===== src/rtl/output_display_driver_if.sv =====
// ---------------------------------------------------------------------------
// output_display_driver_if
// Bundles the display driver's data/status inputs and board-pin outputs.
//
// Signals:
//   digitsIn      - four BCD nibbles, [15:12] is the leftmost digit
//   updateIn      - one-cycle load strobe for digitsIn
//   blinkMaskIn   - per-digit blink enable, bit i applies to digit i
//   alarmIn       - level, alarm currently sounding
//   hex0Out..3Out - active-low segments {g,f,e,d,c,b,a}
//   ledRedOut     - walking red-LED alarm pattern
//   blinkPhaseOut - current blink phase, 1 = blank half
//
// Modports:
//   master - the core side that drives the inputs and observes the pins
//   slave  - the display driver itself
// ---------------------------------------------------------------------------
interface output_display_driver_if #(
    parameter int LED_WIDTH = 18
);
    logic [15:0]          digitsIn;
    logic                 updateIn;
    logic [3:0]           blinkMaskIn;
    logic                 alarmIn;
    logic [6:0]           hex0Out;
    logic [6:0]           hex1Out;
    logic [6:0]           hex2Out;
    logic [6:0]           hex3Out;
    logic [LED_WIDTH-1:0] ledRedOut;
    logic                 blinkPhaseOut;

    modport master (
        output digitsIn, updateIn, blinkMaskIn, alarmIn,
        input  hex0Out, hex1Out, hex2Out, hex3Out, ledRedOut, blinkPhaseOut
    );

    modport slave (
        input  digitsIn, updateIn, blinkMaskIn, alarmIn,
        output hex0Out, hex1Out, hex2Out, hex3Out, ledRedOut, blinkPhaseOut
    );
endinterface


===== src/rtl/output_display_driver.sv =====
// ---------------------------------------------------------------------------
// output_display_driver
// Board-side output stage of the alarm clock. Holds the last loaded BCD
// value, decodes it onto four active-low seven-segment displays, blanks the
// digits being edited on the blank half of the blink period, and walks a
// single lit red LED while the alarm is sounding.
//
// Ports:
//   clkIn   - system clock, all state changes on the rising edge
//   resetIn - asynchronous active-low reset
//   bus     - output_display_driver_if slave modport (data in, pins out)
//
// Parameters:
//   BLINK_DIV - clkIn cycles per blink half-period (minimum 2)
//   LED_WIDTH - number of red LEDs in the walking pattern
// ---------------------------------------------------------------------------
module output_display_driver #(
    parameter int BLINK_DIV = 25000000,
    parameter int LED_WIDTH = 18
) (
    input  logic                    clkIn,
    input  logic                    resetIn,
    output_display_driver_if.slave  bus
);

    localparam int             CNT_W   = $clog2(BLINK_DIV);
    localparam logic [CNT_W-1:0] CNT_MAX = CNT_W'(BLINK_DIV - 1);

    localparam logic [0:0] IDLE = 1'b0;
    localparam logic [0:0] WALK = 1'b1;

    localparam logic [6:0] SEG_BLANK = 7'h7F;

    logic [15:0]          shadow;
    logic                 valid;
    logic [CNT_W-1:0]     blink_cnt;
    logic                 phase;
    logic                 wrap;
    logic [6:0]           hex_q [4];
    logic [0:0]           led_state;
    logic [LED_WIDTH-1:0] led_q;

    // BCD to active-low segments; anything above 9 shows a dash so a
    // corrupted nibble is visible rather than silently blank.
    function automatic logic [6:0] seg_decode(input logic [3:0] d);
        logic [6:0] s;
        case (d)
            4'd0:    s = 7'b1000000;
            4'd1:    s = 7'b1111001;
            4'd2:    s = 7'b0100100;
            4'd3:    s = 7'b0110000;
            4'd4:    s = 7'b0011001;
            4'd5:    s = 7'b0010010;
            4'd6:    s = 7'b0000010;
            4'd7:    s = 7'b1111000;
            4'd8:    s = 7'b0000000;
            4'd9:    s = 7'b0010000;
            default: s = 7'b0111111;
        endcase
        return s;
    endfunction

    // The blink phase flips on the same cycle the counter wraps; the LED
    // walker uses this as its step strobe.
    assign wrap = (blink_cnt == CNT_MAX);

    // Shadow register: only an update strobe may change what is displayed.
    always_ff @(posedge clkIn or negedge resetIn) begin
        if (!resetIn) begin
            shadow <= '0;
            valid  <= 1'b0;
        end else if (bus.updateIn) begin
            shadow <= bus.digitsIn;
            valid  <= 1'b1;
        end
    end

    // Free-running blink divider, independent of loads and the alarm.
    always_ff @(posedge clkIn or negedge resetIn) begin
        if (!resetIn) begin
            blink_cnt <= '0;
            phase     <= 1'b0;
        end else if (wrap) begin
            blink_cnt <= '0;
            phase     <= ~phase;
        end else begin
            blink_cnt <= blink_cnt + CNT_W'(1);
        end
    end

    // Output register stage: decode plus blanking, so the pins see the
    // shadow one cycle after it loads and react to mask/phase one cycle late.
    always_ff @(posedge clkIn or negedge resetIn) begin
        if (!resetIn) begin
            for (int i = 0; i < 4; i++) begin
                hex_q[i] <= SEG_BLANK;
            end
        end else begin
            for (int i = 0; i < 4; i++) begin
                if (!valid || (bus.blinkMaskIn[i] && phase)) begin
                    hex_q[i] <= SEG_BLANK;
                end else begin
                    hex_q[i] <= seg_decode(shadow[4*i +: 4]);
                end
            end
        end
    end

    // Alarm LED walker. Entering WALK always starts at bit 0, even if a
    // phase toggle lands on the same edge; leaving clears the pattern.
    always_ff @(posedge clkIn or negedge resetIn) begin
        if (!resetIn) begin
            led_state <= IDLE;
            led_q     <= '0;
        end else begin
            case (led_state)
                IDLE: begin
                    if (bus.alarmIn) begin
                        led_state <= WALK;
                        led_q     <= LED_WIDTH'(1);
                    end else begin
                        led_q     <= '0;
                    end
                end
                default: begin
                    if (!bus.alarmIn) begin
                        led_state <= IDLE;
                        led_q     <= '0;
                    end else if (wrap) begin
                        led_q     <= {led_q[LED_WIDTH-2:0], led_q[LED_WIDTH-1]};
                    end
                end
            endcase
        end
    end

    assign bus.hex0Out       = hex_q[0];
    assign bus.hex1Out       = hex_q[1];
    assign bus.hex2Out       = hex_q[2];
    assign bus.hex3Out       = hex_q[3];
    assign bus.ledRedOut     = led_q;
    assign bus.blinkPhaseOut = phase;

endmodule

===== src/flat_wrapper.sv =====
// flat-port wrapper written by rule: the top's interface ports become plain ports
module output_display_driver_flat 
#(
    parameter int BLINK_DIV = 25000000,
    parameter int LED_WIDTH = 18
)
  (clkIn, resetIn, bus_digitsIn, bus_updateIn, bus_blinkMaskIn, bus_alarmIn, bus_hex0Out, bus_hex1Out, bus_hex2Out, bus_hex3Out, bus_ledRedOut, bus_blinkPhaseOut);
  output_display_driver_if #(.LED_WIDTH(LED_WIDTH)) bus_i ();
  input  logic clkIn;
  input  logic resetIn;
  input wire logic [$bits(bus_i.digitsIn)-1:0] bus_digitsIn;
  input wire logic [$bits(bus_i.updateIn)-1:0] bus_updateIn;
  input wire logic [$bits(bus_i.blinkMaskIn)-1:0] bus_blinkMaskIn;
  input wire logic [$bits(bus_i.alarmIn)-1:0] bus_alarmIn;
  output wire logic [$bits(bus_i.hex0Out)-1:0] bus_hex0Out;
  output wire logic [$bits(bus_i.hex1Out)-1:0] bus_hex1Out;
  output wire logic [$bits(bus_i.hex2Out)-1:0] bus_hex2Out;
  output wire logic [$bits(bus_i.hex3Out)-1:0] bus_hex3Out;
  output wire logic [$bits(bus_i.ledRedOut)-1:0] bus_ledRedOut;
  output wire logic [$bits(bus_i.blinkPhaseOut)-1:0] bus_blinkPhaseOut;
  assign bus_i.digitsIn = bus_digitsIn;
  assign bus_i.updateIn = bus_updateIn;
  assign bus_i.blinkMaskIn = bus_blinkMaskIn;
  assign bus_i.alarmIn = bus_alarmIn;
  assign bus_hex0Out = bus_i.hex0Out;
  assign bus_hex1Out = bus_i.hex1Out;
  assign bus_hex2Out = bus_i.hex2Out;
  assign bus_hex3Out = bus_i.hex3Out;
  assign bus_ledRedOut = bus_i.ledRedOut;
  assign bus_blinkPhaseOut = bus_i.blinkPhaseOut;
  output_display_driver #(.BLINK_DIV(BLINK_DIV), .LED_WIDTH(LED_WIDTH)) u_core (.clkIn(clkIn), .resetIn(resetIn), .bus(bus_i));
endmodule

===== config.mk =====
export PLATFORM = sky130hd
export DESIGN_NAME = output_display_driver_flat
export DESIGN_NICKNAME = d
export VERILOG_FILES = /design/src/rtl/output_display_driver_if.sv /design/src/rtl/output_display_driver.sv /design/src/flat_wrapper.sv
export SDC_FILE = /design/constraint.sdc
export NUM_CORES = 1
export LEC_CHECK = 0
export ABC_AREA = 0
export BUFFER_PORTS_ARGS = -buffer_cell sky130_fd_sc_hd__buf_2
export CORE_MARGIN = 10
export CORE_UTILIZATION = 55
export CTS_BUF_LIST = sky130_fd_sc_hd__clkbuf_16
export DETAILED_ROUTE_END_ITERATION = 8
export PLACE_DENSITY = 0.79
export SLEW_MARGIN = 20
export SYNTH_ARGS = -nofsm -noshare
export SYNTH_HDL_FRONTEND = slang
export SYNTH_SLANG_ARGS = --single-unit
export TNS_END_PERCENT = 100

===== constraint.sdc =====
create_clock -name clkIn -period 3.7 [get_ports clkIn]
set_input_delay 1.11 -clock clkIn [delete_from_list [all_inputs] [get_ports clkIn]]
set_output_delay 1.11 -clock clkIn [all_outputs]
set_load 0.05 [all_outputs]

==> summary.txt, run 1 <==
Final layout
  – Cell area after layout: 0.00476 sq mm
  – Area of the multi-input gates: approximately 0.0016 sq mm
  – Nets@finish: about 480
  – Layout cells sized above 1: 28.1%
  – Fill cells: 583
  – Ant diodes: 0
  – Area Overhead vs Synth: 16.9%
  – Sequential cell area: roughly 0.0023 sq mm

Critical path
  – Slowest stage delay, CP: between 0.4 and 0.5 ns
  – Crit path cell chain: ha_1 -> nand3_1 -> nor2_1 -> and4_1 -> buf_4 -> mux2i_1 -> nor2_1
  – CP Launch Type: flip-flop
  – RR Startpoint: u_core.blink_cnt[0]
  – CP max FO: 24
  – Worst endpoint required time: 3.89 ns
  – CP Data Arrival Time: 2.57 ns
  – Critical Path End Type: flip-flop
  – CP most frequent cell: nor2_1
  – Origin of the worst setup path: u_core.blink_cnt[0]
  – Slowest CP cell: and4_1
  – CP Class: reg -> reg

Global route
  – Largest net degree at the start of global routing: 91
  – GRT Residual Overflow: 0
  – First-pass GRT wire length: 13,500 um
  – Vias in the first global route: 2,861
  – GRT Total Usage: 14.5%
  – Initial antenna violation count: 0

Yosys
  – Register area share after synthesis: 56.1%
  – Syn avg cell area: 11.1 sq um
  – Synth Warn #: 0
  – Netlist cell types: 35
  – Post-Syn Instances: about 370
  – Net Count, Synth: ~410
  – Number of synthesized register bits: 90
  – Synthesized area: 0.00408 sq mm

Drt
  – First-pass iteration count of the detailed router: 4
  – Final ANT Viol Nets: 0
  – Via density: 5.18
  – Final WL: roughly 7900 um
  – Mean routed wirelength per cell: 14.7 um
  – Drc violations: 0
  – Vias: 2,803
  – Initial DRC count: 95

Floorplanning
  – Core Area: 0.00721 sq mm
  – Chip height: 106 um
  – Initial Util: 56.5%
  – Num rows: 31
  – Die Wd: around 110 um
  – Die footprint: 0.0113 sq mm
  – I/O pins: 71

Timing
  – Worst slew pin tran: 0.779 ns
  – Final-report setup violation count: 0
  – Setup Skew: 0.00956 ns
  – Worst hold slack: between 0.4 and 0.5 ns
  – Max-slew violation count: 0
  – Max-slew headroom: 48.1%
  – RSZ-0062 raised after global routing: false
  – Final hold violation count: 0
  – Final Cycle Share: 64.3%
  – Clock period minus worst slack: 2.38 ns
  – Setup TNS: 0 ns
  – Maximum clock rate: approximately 420 MHz

Clock tree
  – Clock Pin Slew Worst Setup and Hold Paths: 0.06 ns
  – CTS sink cnt: 90
  – Post-CTS Setup Bufs: 0
  – Cts hold-fix bufs: 0
  – Clock Path Buffers: 2
  – Clock Latency Late Sink: between 0.3 and 0.4 ns
  – Root Driver: clkbuf_16
  – H-tree depth: 3
  – CTS Buf Count: 9
  – CTS tree: built
  – Resize count post-CTS: 0

Placed design
  – HPWL Detailed: between 5000 and 6000 um
  – Routability cong.: 0.850
  – Area after DPL: roughly 0.0045 sq mm
  – IO buf count: 70

Power
  – Leak Pwr: between 2 and 2.5 nW
  – VDD IR max: 0.000339 V
  – Pwr/cell area: 504 mW/mm^2

Outcome
  – Status: finished, final reports clean

Run
  – Max cap viols: 0

Hold path
  – HP Class: reg -> reg
  – Hold Startpoint: u_core.led_state
-- area by class of cell --
class | count | share of cell area [%]
sequential | 90 | 48.0
multi-input combinational | 249 | 34.5
timing repair buffer | 71 | 7.64
clock buffer | 9 | 4.73
tap | 99 | 2.60
clock inverter | 7 | 1.31
inverter | 16 | 1.26
-- state kept, by name, summed over array words and instances, names as in the netlist --
| signal | count |
|---|---|
| u_core.blink_cnt | 25 |
| u_core.bus.ledRedOut | 18 |
| u_core.shadow | 16 |
| u_core.bus.hex0Out | 7 |
| u_core.bus.hex1Out | 7 |
| u_core.bus.hex2Out | 7 |
| u_core.bus.hex3Out | 7 |
| u_core.bus.blinkPhaseOut | 1 |
| u_core.led_state | 1 |
| u_core.valid | 1 |
-- synthesized netlist by cell type --
cell / n / area (sq um)
xnor2_1: 9 / 78.8
clkbuf_1: 8 / 30.0
and3_1: 2 / 12.5
mux2_2: 8 / 90.1
a21boi_1: 1 / 7.51
nand2b_1: 5 / 31.3
inv_1: 16 / 60.1
nor4_4: 1 / 21.3
nor2_1: 42 / 158
a21boi_0: 4 / 30.0
a21o_1: 1 / 7.51
buf_6: 1 / 11.3
nand2_1: 33 / 124
nor2b_1: 4 / 25.0
dfrtp_1: 62 / 1550
and4_1: 2 / 17.5
nor3_2: 1 / 10.0
o21ai_0: 38 / 190
nand3b_1: 1 / 7.51
nand4_1: 5 / 31.3
xor2_1: 12 / 105
nor4b_2: 1 / 15.0
dfstp_2: 28 / 736
or2_2: 1 / 6.26
o211ai_1: 3 / 22.5
and2_1: 4 / 25.0
ha_1: 21 / 263
nand3_1: 11 / 55.1
buf_2: 1 / 5.00
nor4_1: 2 / 12.5
mux2i_1: 21 / 210
buf_12: 2 / 40.0
nor3_1: 1 / 5.00
and4b_1: 1 / 10.0
a21oi_1: 14 / 70.1
-- kinds of logic (layout without fill, tap and decap cells) --
family	Yosys count	after routing	synth area share [%]
flip-flops	90	90	56.1
AO/OA/AOI/OAI	61	61	8.04
multiplexers	29	29	7.37
adder cells (fa/ha/maj)	21	21	6.45
AND/OR/NAND/NOR	117	117	13.9
buffers and inverters	28	103	3.59
XOR/XNOR	21	21	4.51
-- where the power goes --
part	switching, mW	leakage, nW	internal [mW]	total (mW)
logic	0.298	1.03	0.0984	0.396
registers	0.0445	1.10	1.09	1.13
clock network	0.361	0.145	0.516	0.877
-- cells in the final DEF (no fill, tap or decap), types with 2 or more instances in the layout --
master / netlist / final
dfrtp_1: 62 / 62
and4_1: 2 / 2
buf_2: 1 / 69
and2_1: 4 / 4
nor2b_1: 4 / 4
nor4_1: 2 / 2
nand3_1: 11 / 11
a21boi_0: 4 / 4
o211ai_1: 3 / 3
nor2_1: 42 / 42
xnor2_1: 9 / 9
nand2b_1: 5 / 5
ha_1: 21 / 21
dfstp_2: 28 / 28
clkbuf_16: 0 / 9
mux2_2: 8 / 8
nand2_1: 33 / 33
mux2i_1: 21 / 21
and3_1: 2 / 2
a21oi_1: 14 / 14
inv_1: 16 / 18
xor2_1: 12 / 12
o21ai_0: 38 / 38
nand4_1: 5 / 5
-- through the flow --
| step | std cells | setup WS (ns) | utilization (%) | total power [mW] |
|---|---|---|---|---|
| 2_1_floorplan | 367 | 1.58 | - | 1.44 |
| 3_3_place_gp | 525 | 1.51 | 62.0 | 1.54 |
| 3_5_place_dp | 525 | 1.36 | 62.0 | 1.55 |
| 4_1_cts | 541 | 1.29 | 66.0 | 2.43 |
| 5_1_grt | 541 | 1.12 | 66.0 | 2.51 |
| 6_report | 541 | 1.32 | 66.0 | 2.40 |
-- routing by layer --
layer | part of all wire, % | GRT usage, %
met5 | 0 | 0
met4 | 1.2 | 5.13
met3 | 5.8 | 5.74
met2 | 52 | 24.7
met1 | 41 | 16.2
-- critical path: cells and delay by family, from the launching register on --
family,cells,cell delay (ns)
flip-flops,1,0.40
AND/OR/NAND/NOR,4,0.94
multiplexers,1,0.28
buffers and inverters,1,0.42
adder cells (fa/ha/maj),1,0.20
-- worst paths after layout --
path,slack (ns),depth (start not counted),to
setup reg to reg,1.32,7,u_core.bus.ledRedOut[9]
min in group asynchronous,0.81,1,u_core.blink_cnt[17]
max in group asynchronous,2.34,1,u_core.shadow[10]
setup / recovery,1.32,7,u_core.bus.ledRedOut[9]
hold / removal,0.45,1,u_core.bus.ledRedOut[0]
hold reg to reg,0.45,1,u_core.bus.ledRedOut[0]
Note: power is estimated with default switching activity, not from simulation.
==> run 2: changes to the inputs <==
- ABC_AREA: 0 -> 1
- CORE_UTILIZATION: 55 -> 51
- PLACE_DENSITY: 0.79 -> 0.76
- clock period: 3.7 -> 1.95 ns (I/O delays scaled with it)
==> run 2 against run 1 <==
Area after synthesis is 8.4% higher. Highest routed layer unchanged. Setup slack worse by 1.1 ns. First-iteration DRC count is 63% higher. Synthesized cell count is 44% higher. Count of clock-buffer cells in the layout stayed put. Total power is 95% higher. Final cell count is 33% higher. Clock skew is 0.0021 ns lower.
==> summary.txt, run 2 <==
Drt
  – Via density: between 4 and 5
  – Final ANT Viol Nets: 0
  – Drc violations: 0
  – Initial DRC count: 155
  – Mean routed wirelength per cell: 13.5 um
  – Vias: 3,552
  – First-pass iteration count of the detailed router: 5
  – Final WL: 9670 um

Critical path
  – Worst endpoint required time: 1.36 ns
  – CP max FO: 1
  – CP Data Arrival Time: 1.13 ns
  – Slowest CP cell: dfstp_2
  – Reg-to-reg slack, setup: approximately 0.29 ns
  – Worst R2R Path Depth: 9
  – Family with the most delay on the worst path: flip-flops
  – RR Startpoint: u_core.blink_cnt[0]
  – CP Class: reg -> out
  – Crit Reg-Reg Endpoint: u_core.bus.ledRedOut[17]
  – Critical Path End Type: primary output
  – CP Launch Type: flip-flop
  – CP Buf/Inv Count: 1
  – Crit path cell chain: buf_2
  – Slowest stage delay, CP: 0.53 ns

Placed design
  – Placed cells: 702
  – IO buf count: 70
  – HPWL Detailed: 7250 um
  – Routability cong.: 0.919

Clock tree
  – CTS Buf Count: 9
  – Cts hold-fix bufs: 0
  – Post-CTS Setup Bufs: 0
  – Clock Path Buffers: 2
  – Resize count post-CTS: 0
  – Clock Latency Late Sink: 0.34 ns
  – Root Driver: clkbuf_16
  – Clock Pin Slew Worst Setup and Hold Paths: 0.06 ns
  – CTS sink cnt: 90
  – CTS tree: built
  – H-tree depth: 3

Timing
  – Worst slew pin tran: 0.465 ns
  – Setup Skew: 0.00747 ns
  – Maximum clock rate: 584 MHz
  – Setup TNS: 0 ns
  – Final hold violation count: 0
  – Final Cycle Share: 87.8%
  – Final-report setup violation count: 0
  – Worst hold slack: 0.184 ns
  – Max-slew headroom: 69.0%
  – Clock period minus worst slack: ~1.7 ns
  – RSZ-0062 raised after global routing: false
  – Max-slew violation count: 0

Global route
  – Initial antenna violation count: 0
  – Vias in the first global route: 3,553
  – GRT Residual Overflow: 0
  – First-pass GRT wire length: 16,700 um
  – GRT Total Usage: 15.5%
  – Largest net degree at the start of global routing: 39

Floorplanning
  – I/O pins: 71
  – Chip height: 113 um
  – Core Area: 0.00834 sq mm
  – Initial Util: 53.0%
  – Die footprint: between 0.01 and 0.015 sq mm
  – Die Wd: roughly 110 um
  – Num rows: 33

Final layout
  – Layout Cells excl Fill: 719
  – Layout cells sized above 1: 22.2%
  – Max reg flops: 25
  – Nets@finish: ~650
  – Area Overhead vs Synth: 17.9%
  – Most common cell after layout, fill and taps aside: nand2_1
  – Most frequent cells in the layout: 143 x nand2_1, 71 x inv_1, 69 x buf_2
  – Final Util: 62.5%
  – Biggest register: u_core.blink_cnt

Yosys
  – Number of synthesized register bits: 90
  – Top post-synthesis cells by area: dfrtp_1 35%, dfstp_2 17%, nand2_1 12%, ha_1 5.9%, inv_1 5.9%
  – Register area share after synthesis: 51.8%
  – Synth cell count leaders: 143 x nand2_1, 69 x inv_1, 62 x dfrtp_1
  – Leading area contributor after synthesis: dfrtp_1
  – Synth Warn #: 0
  – Syn avg cell area: 8.33 sq um
  – Synth top area share: 35.1%
  – Prevailing post-synth register cell: dfrtp_1
  – Synthesized area: 0.00442 sq mm
  – Net Count, Synth: ~580
  – Netlist cell types: 26
  – Count leader, synth: nand2_1
  – Ys async rst share: between 90% and 100%
  – EDFF count, synth: 0
  – Post-Syn Instances: 530

Power
  – VDD IR max: 0.000620 V
  – Leak Pwr: 2.77 nW
  – Design Power: 4.68 mW
  – Pwr/cell area: 899 mW/mm^2

Hold path
  – HP Class: in -> async

Run
  – Max cap viols: 0

Outcome
  – Status: finished, final reports clean
[run 2: changes by cell type after synthesis, sizes merged, moves of 5 or more]
cell,previous run,this run
clkbuf,8,3
inv,16,69
xnor2,9,2
mux2,8,0
nand2b,5,0
nand3,11,30
o21ai,38,59
or2,1,9
mux2i,21,0
nor2,42,65
nand2,33,144
[run 2: worst max path at each step]
stage | from | end | slack (ns) | cells after the start
after floorplan | u_core.blink_cnt[0] | u_core.bus.ledRedOut[13] | 0.49 | 10
after global placement | u_core.blink_cnt[9] | u_core.bus.ledRedOut[17] | 0.37 | 7
after detailed placement | u_core.blink_cnt[0] | u_core.bus.ledRedOut[8] | 0.31 | 8
after CTS | u_core.bus.hex0Out[2] | bus_hex0Out[2] | 0.23 | 1
after global routing | u_core.blink_cnt[0] | u_core.bus.ledRedOut[17] | 0.09 | 9
final | u_core.bus.hex0Out[2] | bus_hex0Out[2] | 0.24 | 1
[run 2: cell type report]
class / instances / area [sq um]
Tap cell: 105 / 131
Fill cell: 734 / 3130
Clock buffer: 9 / 225
Multi-Input combinational cell: 362 / 1810
Sequential cell: 90 / 2290
Timing Repair Buffer: 75 / 403
Inverter: 70 / 263
Antenna cell: 1 / 2.50
Clock inverter: 7 / 85.1
[run 2: kinds of logic (layout without fill, tap and decap cells)]
kind of cell / after synthesis / in the layout / synth area share [%]
buf+inv: 78 / 161 / 7.20
other cells: 0 / 1 / 0
compound gates: 79 / 79 / 9.58
fa+ha+maj: 21 / 21 / 5.95
flops: 90 / 90 / 51.8
simple gates: 252 / 252 / 23.5
xor+xnor: 10 / 10 / 1.98
[run 2: worst register-to-register path, delay by kind of cell (launching register included)]
kind	cells	cell delay (ns)
buf+inv	1	0.23
flops	1	0.37
fa+ha+maj	1	0.21
simple gates	7	0.78
[run 2: where the power goes]
part / internal [mW] / switching, mW
combinational: 0.176 / 0.586
clock: 1.11 / 0.693
sequential: 2.06 / 0.0581
total: 3.34 / 1.34
[run 2: metal layers]
layer	global-route usage [%]	vias to the layer above	part of all wire, %
li1	-	1817	-
met1	18.3	1641	43
met2	26.5	80	50
met3	3.80	14	6.0
met4	6.18	0	1.3
met5	0	-	0
[run 2: through the flow]
stage               setup slack (ns)  area [sq um]
CTS                            0.234          5210
finish                         0.239          5210
detailed placement             0.308          4900
floorplan                      0.494          4420
global placement               0.373          4900
global route                  0.0929          5210
